==> config.mk <==
export PLATFORM = sky130hd
export DESIGN_NAME = game_sequencer
export DESIGN_NICKNAME = d
export VERILOG_FILES = /design/src/rtl/game_pkg.sv /design/src/rtl/btn_debounce.sv /design/src/rtl/game_sequencer.sv
export SDC_FILE = /design/constraint.sdc
export NUM_CORES = 1
export LEC_CHECK = 0
export CORE_MARGIN = 10
export CORE_UTILIZATION = 45
export DETAILED_ROUTE_END_ITERATION = 6
export PLACE_DENSITY = 0.64
export SLEW_MARGIN = 25
export SYNTH_ARGS = -nofsm -noshare
export SYNTH_HDL_FRONTEND = slang
export SYNTH_SLANG_ARGS = --single-unit
==> constraint.sdc <==
create_clock -name clk -period 1.7 [get_ports clk]
set_input_delay 0.255 -clock clk [delete_from_list [all_inputs] [get_ports clk]]
set_output_delay 0.255 -clock clk [all_outputs]
set_load 0.005 [all_outputs]
==> src/rtl/game_pkg.sv <==
// Shared types and constants for the dino game run-state logic.
package game_pkg;

  localparam int SPEED_W = 3;

  typedef enum logic [1:0] {
    ATTRACT  = 2'd0,
    RUNNING  = 2'd1,
    DYING    = 2'd2,
    GAMEOVER = 2'd3
  } game_state_t;

  // Counter width for a count range of n values, never narrower than 1 bit.
  function automatic int cnt_w(input int n);
    return (n > 1) ? $clog2(n) : 1;
  endfunction

endpackage

==> src/rtl/btn_debounce.sv <==
// Push-button conditioning: 2-FF synchroniser, stability debounce and a
// one-cycle pulse on each accepted rising edge of the debounced level.
module btn_debounce
  import game_pkg::*;
#(
  parameter int DEBOUNCE_CYCLES = 270000
) (
  input  logic clk,
  input  logic rst_n,
  input  logic i_btn,
  output logic o_press
);

  localparam int CNT_W = cnt_w(DEBOUNCE_CYCLES);
  localparam logic [CNT_W-1:0] CNT_LAST = CNT_W'(DEBOUNCE_CYCLES - 1);

  logic             r_sync0;
  logic             r_sync1;
  logic             r_level;
  logic [CNT_W-1:0] r_cnt;
  logic             r_press;

  // Bring the asynchronous button into the clk domain.
  always_ff @(posedge clk or negedge rst_n) begin
    if (!rst_n) begin
      r_sync0 <= 1'b0;
      r_sync1 <= 1'b0;
    end else begin
      r_sync0 <= i_btn;
      r_sync1 <= r_sync0;
    end
  end

  // Accept a new level only after it has differed from the current one for
  // DEBOUNCE_CYCLES consecutive clocks; any bounce back restarts the count.
  always_ff @(posedge clk or negedge rst_n) begin
    if (!rst_n) begin
      r_level <= 1'b0;
      r_cnt   <= '0;
      r_press <= 1'b0;
    end else begin
      r_press <= 1'b0;
      if (r_sync1 == r_level) begin
        r_cnt <= '0;
      end else if (r_cnt == CNT_LAST) begin
        r_level <= r_sync1;
        r_cnt   <= '0;
        r_press <= r_sync1;
      end else begin
        r_cnt <= r_cnt + 1'b1;
      end
    end
  end

  assign o_press = r_press;

endmodule

==> src/rtl/game_sequencer.sv <==
// Run-state controller for the dino game: attract/run/death/game-over
// sequencing, score tick and scroll-speed scheduling off the frame strobe.
module game_sequencer
  import game_pkg::*;
#(
  parameter int DEBOUNCE_CYCLES   = 270000,
  parameter int SCORE_FRAMES      = 6,
  parameter int SPEED_STEP_FRAMES = 600,
  parameter int MAX_SPEED         = 7,
  parameter int DEATH_FRAMES      = 30,
  parameter int LOCK_FRAMES       = 60
) (
  input  logic               clk,
  input  logic               rst_n,
  input  logic               btn1,
  input  logic               frame_strobe,
  input  logic               collision,
  output logic               gameon,
  output logic [1:0]         game_state,
  output logic               score_tick,
  output logic               jump_req,
  output logic               world_reset,
  output logic [SPEED_W-1:0] scroll_speed,
  output logic               flash
);

  localparam int SC_W = cnt_w(SCORE_FRAMES);
  localparam int SP_W = cnt_w(SPEED_STEP_FRAMES);
  localparam int DT_W = cnt_w(DEATH_FRAMES);
  localparam int LK_W = cnt_w(LOCK_FRAMES + 1);

  localparam logic [SC_W-1:0]    SC_LAST = SC_W'(SCORE_FRAMES - 1);
  localparam logic [SP_W-1:0]    SP_LAST = SP_W'(SPEED_STEP_FRAMES - 1);
  localparam logic [DT_W-1:0]    DT_LAST = DT_W'(DEATH_FRAMES - 1);
  localparam logic [LK_W-1:0]    LK_LAST = LK_W'(LOCK_FRAMES);
  localparam logic [SPEED_W-1:0] SPD_MAX = SPEED_W'(MAX_SPEED);

  game_state_t        r_state;
  logic               r_gameon;
  logic               r_score_tick;
  logic               r_jump_req;
  logic               r_world_reset;
  logic [SPEED_W-1:0] r_speed;
  logic               r_flash;
  logic [1:0]         r_flash_div;
  logic [SC_W-1:0]    r_score_cnt;
  logic [SP_W-1:0]    r_speed_cnt;
  logic [DT_W-1:0]    r_death_cnt;
  logic [LK_W-1:0]    r_lock_cnt;

  logic w_press;
  logic w_start;

  btn_debounce #(
    .DEBOUNCE_CYCLES(DEBOUNCE_CYCLES)
  ) u_btn (
    .clk    (clk),
    .rst_n  (rst_n),
    .i_btn  (btn1),
    .o_press(w_press)
  );

  // A press starts a run from attract, or from game-over once the lock has expired.
  assign w_start = w_press &&
                   ((r_state == ATTRACT) ||
                    ((r_state == GAMEOVER) && (r_lock_cnt == LK_LAST)));

  // Run-state FSM with its frame counters; every output is a register.
  always_ff @(posedge clk or negedge rst_n) begin
    if (!rst_n) begin
      r_state       <= ATTRACT;
      r_gameon      <= 1'b0;
      r_score_tick  <= 1'b0;
      r_jump_req    <= 1'b0;
      r_world_reset <= 1'b0;
      r_speed       <= '0;
      r_flash       <= 1'b0;
      r_flash_div   <= '0;
      r_score_cnt   <= '0;
      r_speed_cnt   <= '0;
      r_death_cnt   <= '0;
      r_lock_cnt    <= '0;
    end else begin
      r_score_tick  <= 1'b0;
      r_jump_req    <= 1'b0;
      r_world_reset <= 1'b0;
      if (w_start) begin
        r_state       <= RUNNING;
        r_gameon      <= 1'b1;
        r_world_reset <= 1'b1;
        r_speed       <= SPEED_W'(1);
        r_score_cnt   <= '0;
        r_speed_cnt   <= '0;
      end else begin
        case (r_state)
          RUNNING: begin
            if (frame_strobe && collision) begin
              // Death takes priority over a press landing in the same cycle.
              r_state     <= DYING;
              r_gameon    <= 1'b0;
              r_speed     <= '0;
              r_death_cnt <= '0;
              r_flash_div <= '0;
              r_flash     <= 1'b0;
            end else begin
              r_jump_req <= w_press;
              if (frame_strobe) begin
                if (r_score_cnt == SC_LAST) begin
                  r_score_cnt  <= '0;
                  r_score_tick <= 1'b1;
                end else begin
                  r_score_cnt <= r_score_cnt + 1'b1;
                end
                if (r_speed_cnt == SP_LAST) begin
                  r_speed_cnt <= '0;
                  if (r_speed < SPD_MAX) r_speed <= r_speed + 1'b1;
                end else begin
                  r_speed_cnt <= r_speed_cnt + 1'b1;
                end
              end
            end
          end
          DYING: begin
            if (frame_strobe) begin
              if (r_death_cnt == DT_LAST) begin
                r_state    <= GAMEOVER;
                r_flash    <= 1'b0;
                r_lock_cnt <= '0;
              end else begin
                r_death_cnt <= r_death_cnt + 1'b1;
                r_flash_div <= r_flash_div + 1'b1;
                if (r_flash_div == 2'd3) r_flash <= ~r_flash;
              end
            end
          end
          GAMEOVER: begin
            if (frame_strobe && (r_lock_cnt != LK_LAST)) r_lock_cnt <= r_lock_cnt + 1'b1;
          end
          default: begin
            r_state <= ATTRACT;
          end
        endcase
      end
    end
  end

  assign game_state   = r_state;
  assign gameon       = r_gameon;
  assign score_tick   = r_score_tick;
  assign jump_req     = r_jump_req;
  assign world_reset  = r_world_reset;
  assign scroll_speed = r_speed;
  assign flash        = r_flash;

endmodule

==> results.py <==
metrics = {
    "logic_synthesis": {
        "ys_top_cells_by_area": "dfrtp_1 46%, ha_1 4.7%, nand3_1 3.3%, o21ai_0 3.3%, nor2_1 3.1%",
        "synth_seq_cells": 59,
        "synth_cell_type_count": 59,
        "synth_top_area_cell": "dfrtp_1",
        "synth_warnings": 0,
        "ys_seq_area_frac": 0.4642,
        "yosysMostFrequentCell": "dfrtp_1",
        "synthCells": 326,
        "synth_fp_nets": 343,
        "synth_area_per_cell_um2": 9.756,
        "syn_area_um2": 3181,
        "ys_async_sr_fraction": 1.000,
        "synth.top_cells.by_count": "59 x dfrtp_1, 26 x nor2_1, 24 x nand2_1",
        "ys.flop_type": "dfrtp_1",
        "synth_top_area_share": 0.4642,
        "synth_edf_count": 0,
    },
    "cells_and_area": {
        "nNetsFinal": 427,
        "final_cell_area_um2": 4536,
        "final_util": 0.6639,
        "diodes": 0,
        "syn_to_final_growth_pct": 42.60,
        "fillers": 526,
        "drive_gt1_frac": 0.3759,
    },
    "critical_path": {
        "crit_fanout": 3,
        "max_stage_delay_ps": 550,
        "cp_cell_sequence": "ha_1 -> and4_1 -> or4_4 -> or2_4 -> o2bb2ai_2",
        "critPathLaunchType": "flip-flop",
        "worst_path_dominant_cell_family": "simple AND/OR/NAND/NOR gates",
        "crit_type": "flip-flop to flip-flop",
        "required_ps": 1970,
        "arrival_ps": 2100,
        "critical_path_buf_inv_count": 0,
        "cp_slowest_cell": "or4_4",
        "end_kind": "flip-flop",
    },
    "global_route": {
        "grt_pass1_wl_um": 12720,
        "grt_util_all_layers": 0.1395,
        "grt_pass1_vias": 2703,
        "antenna_found_initial": 0,
        "grt_max_degree": 23,
        "grt_overflow_total": 0,
    },
    "clocking": {
        "cts_tree": "built",
        "clkTransAtPathRegs_ps": 70,
        "cts.sinks": 59,
        "cts_buffers": 9,
        "clockRootBuffer": "clkbuf_8",
        "max-clock-path-buffers": 2,
        "clock_latency_ps": 340,
        "htree_num_levels": 3,
    },
    "routing": {
        "routed_via_density": 5.493,
        "vias": 2807,
        "wl_per_cell_um": 15.31,
        "drc": 0,
        "drt_iter0_drc": 83,
        "ant_nets": 0,
        "first_pass_iters": 4,
        "drt_wl_total_um": 7825,
    },
    "power_and_ir_drop": {
        "p_switching_uw": 634.4,
        "power_frac_comb": 0.031,
        "intPower_uw": 2461,
        "clock_power_share": 0.510,
        "p_leak_uw": 0.001902,
        "ir_worst_vdd_uv": 442.4,
        "p_sw_frac": 0.2049,
        "p_seq_frac": 0.458,
        "power_per_cell_area_nw_per_um2": 682.5,
    },
    "sta": {
        "hold_violations": 0,
        "finalCritPeriodShare": 1.080,
        "rsz0062_at_grt": "true",
        "skew_ps": 6.429,
        "slew_headroom": 0.6809,
        "tightest_slew_ps": 478.7,
        "finalSetupViolCount": 14,
        "period_minus_slack_ps": 1836,
        "fmax_mhz": 544.6,
        "final_max_slew_viol_count": 0,
        "whs_ps": 345.6,
        "fin_ws_ps": -136.1,
    },
    "worst_hold_path": {
        "hp-class": "input port to flip-flop",
    },
    "run_status": {
        "violations": "negative setup slack",
        "status": "complete, but fails checks",
    },
    "die": {
        "start_util": 0.4656,
        "core_area_um2": 6832,
        "rows": 30,
        "die_w_um": 104.1,
        "dieArea_um2": 10830,
        "die_h_um": 104.1,
        "ios": 15,
    },
    "placed_design": {
        "routabilityCongestion": 0.8773,
        "postPlaceCellArea_um2": 3860,
        "hpwlAfterDp_um": 5257,
        "portBuffers": 14,
    },
    "flow_run": {
        "drv_cap": 0,
    },
}
==> layer usage <==
metal	part of all wire	wire, um	vias up	global-route usage
met5	0	0	-	0
met4	0.015	121	0	0.06859
met3	0.039	308	12	0.03408
met2	0.48	3790	64	0.2158
met1	0.46	3604	1361	0.1775
li1	-	-	1370	-
==> layout by cell type, fill, tap and decap left out, types with 4 or more instances in the layout <==
cell type,n
and3_1,4
a21oi_2,6
a21o_1,4
nand4_1,14
nand3_1,20
nor3_1,4
nor2_1,23
a21oi_1,10
or3_1,5
nand2b_1,4
clkdlybuf4s50_1,12
dfrtp_1,57
o31ai_2,5
nand2_1,22
o21ai_0,13
o21ai_2,5
inv_1,8
clkbuf_8,10
o211ai_1,4
xnor2_1,8
ha_1,7
buf_4,52
xor2_1,6
buf_6,12
==> final timing paths <==
path / from / endpoint / slack, ps / depth (start not counted)
hold / removal: btn1 / u_btn.r_sync0$_DFF_PN0_ / 350 / 1
setup / recovery: r_death_cnt[0]$_DFFE_PN0P_ / r_death_cnt[1]$_DFFE_PN0P_ / -140 / 5
max in group asynchronous: rst_n / u_btn.r_cnt[13]$_DFF_PN0_ / 800 / 3
setup reg to reg: r_death_cnt[0]$_DFFE_PN0P_ / r_death_cnt[1]$_DFFE_PN0P_ / -140 / 5
min in group asynchronous: rst_n / jump_req$_DFF_PN0_ / 420 / 2
hold reg to reg: u_btn.r_sync0$_DFF_PN0_ / u_btn.r_sync1$_DFF_PN0_ / 360 / 0
==> flip-flops by register name, indices dropped and copies added (netlist names) <==
signal,flops
flash,1
game_state,2
gameon,1
jump_req,1
r_death_cnt,5
r_flash_div,2
r_lock_cnt,6
r_score_cnt,3
r_speed_cnt,10
score_tick,1
scroll_speed,3
u_btn.o_press,1
u_btn.r_cnt,19
u_btn.r_level,1
u_btn.r_sync0,1
u_btn.r_sync1,1
world_reset,1
==> layout make-up <==
| class | instances | area [um2] | share of cell area |
|---|---|---|---|
| clock inverters | 5 | 100.1 | 0.02207 |
| clock buffers | 11 | 141.4 | 0.03117 |
| multi-input cells | 246 | 1916 | 0.4223 |
| flip-flops and latches | 59 | 1479 | 0.3261 |
| inverters | 11 | 41.29 | 0.009103 |
| repair buffers | 83 | 738.2 | 0.1628 |
| well taps | 96 | 120.1 | 0.02648 |
==> kinds of logic after synthesis <==
kind of cell / count (synthesis) / share of synthesized area
AO/OA/AOI/OAI: 72 / 0.1452
flip-flops: 59 / 0.4642
AND/OR/NAND/NOR: 141 / 0.2533
XOR/XNOR: 16 / 0.04406
adder cells (fa/ha/maj): 12 / 0.04721
buffers and inverters: 21 / 0.02872
multiplexers: 5 / 0.01731
==> power by group through the flow <==
stage	registers, uW	clock network (uW)	logic, uW
2_1_floorplan	1440	0	26.3
3_3_place_gp	1440	0	94.6
3_5_place_dp	1440	0	94.8
4_1_cts	1420	1600	98.1
5_1_grt	1420	1680	108
6_report	1420	1580	96.4
==> metrics by stage <==
stage                     std cells  power, uW  setup TNS (ps)  setup WS, ps
after floorplan                 326       1470          -701.5        -126.4
after global placement          482       1539           -1849        -172.8
after detailed placement        482       1540           -2384        -191.0
after CTS                       500       3114           -1142        -139.1
after global routing            511       3205           -2511        -220.6
final                           511       3096           -1133        -136.1
==> what timing repair did <==
item	CTS	global route
cloned	0	1
pin swaps	0	33
hold endpoints to repair	16	0
setup endpoints to repair	28	43
buffers inserted	1	11
hold buffers	1	0
resized for setup	14	67
No activity file was read; power rests on OpenSTA's default activity.
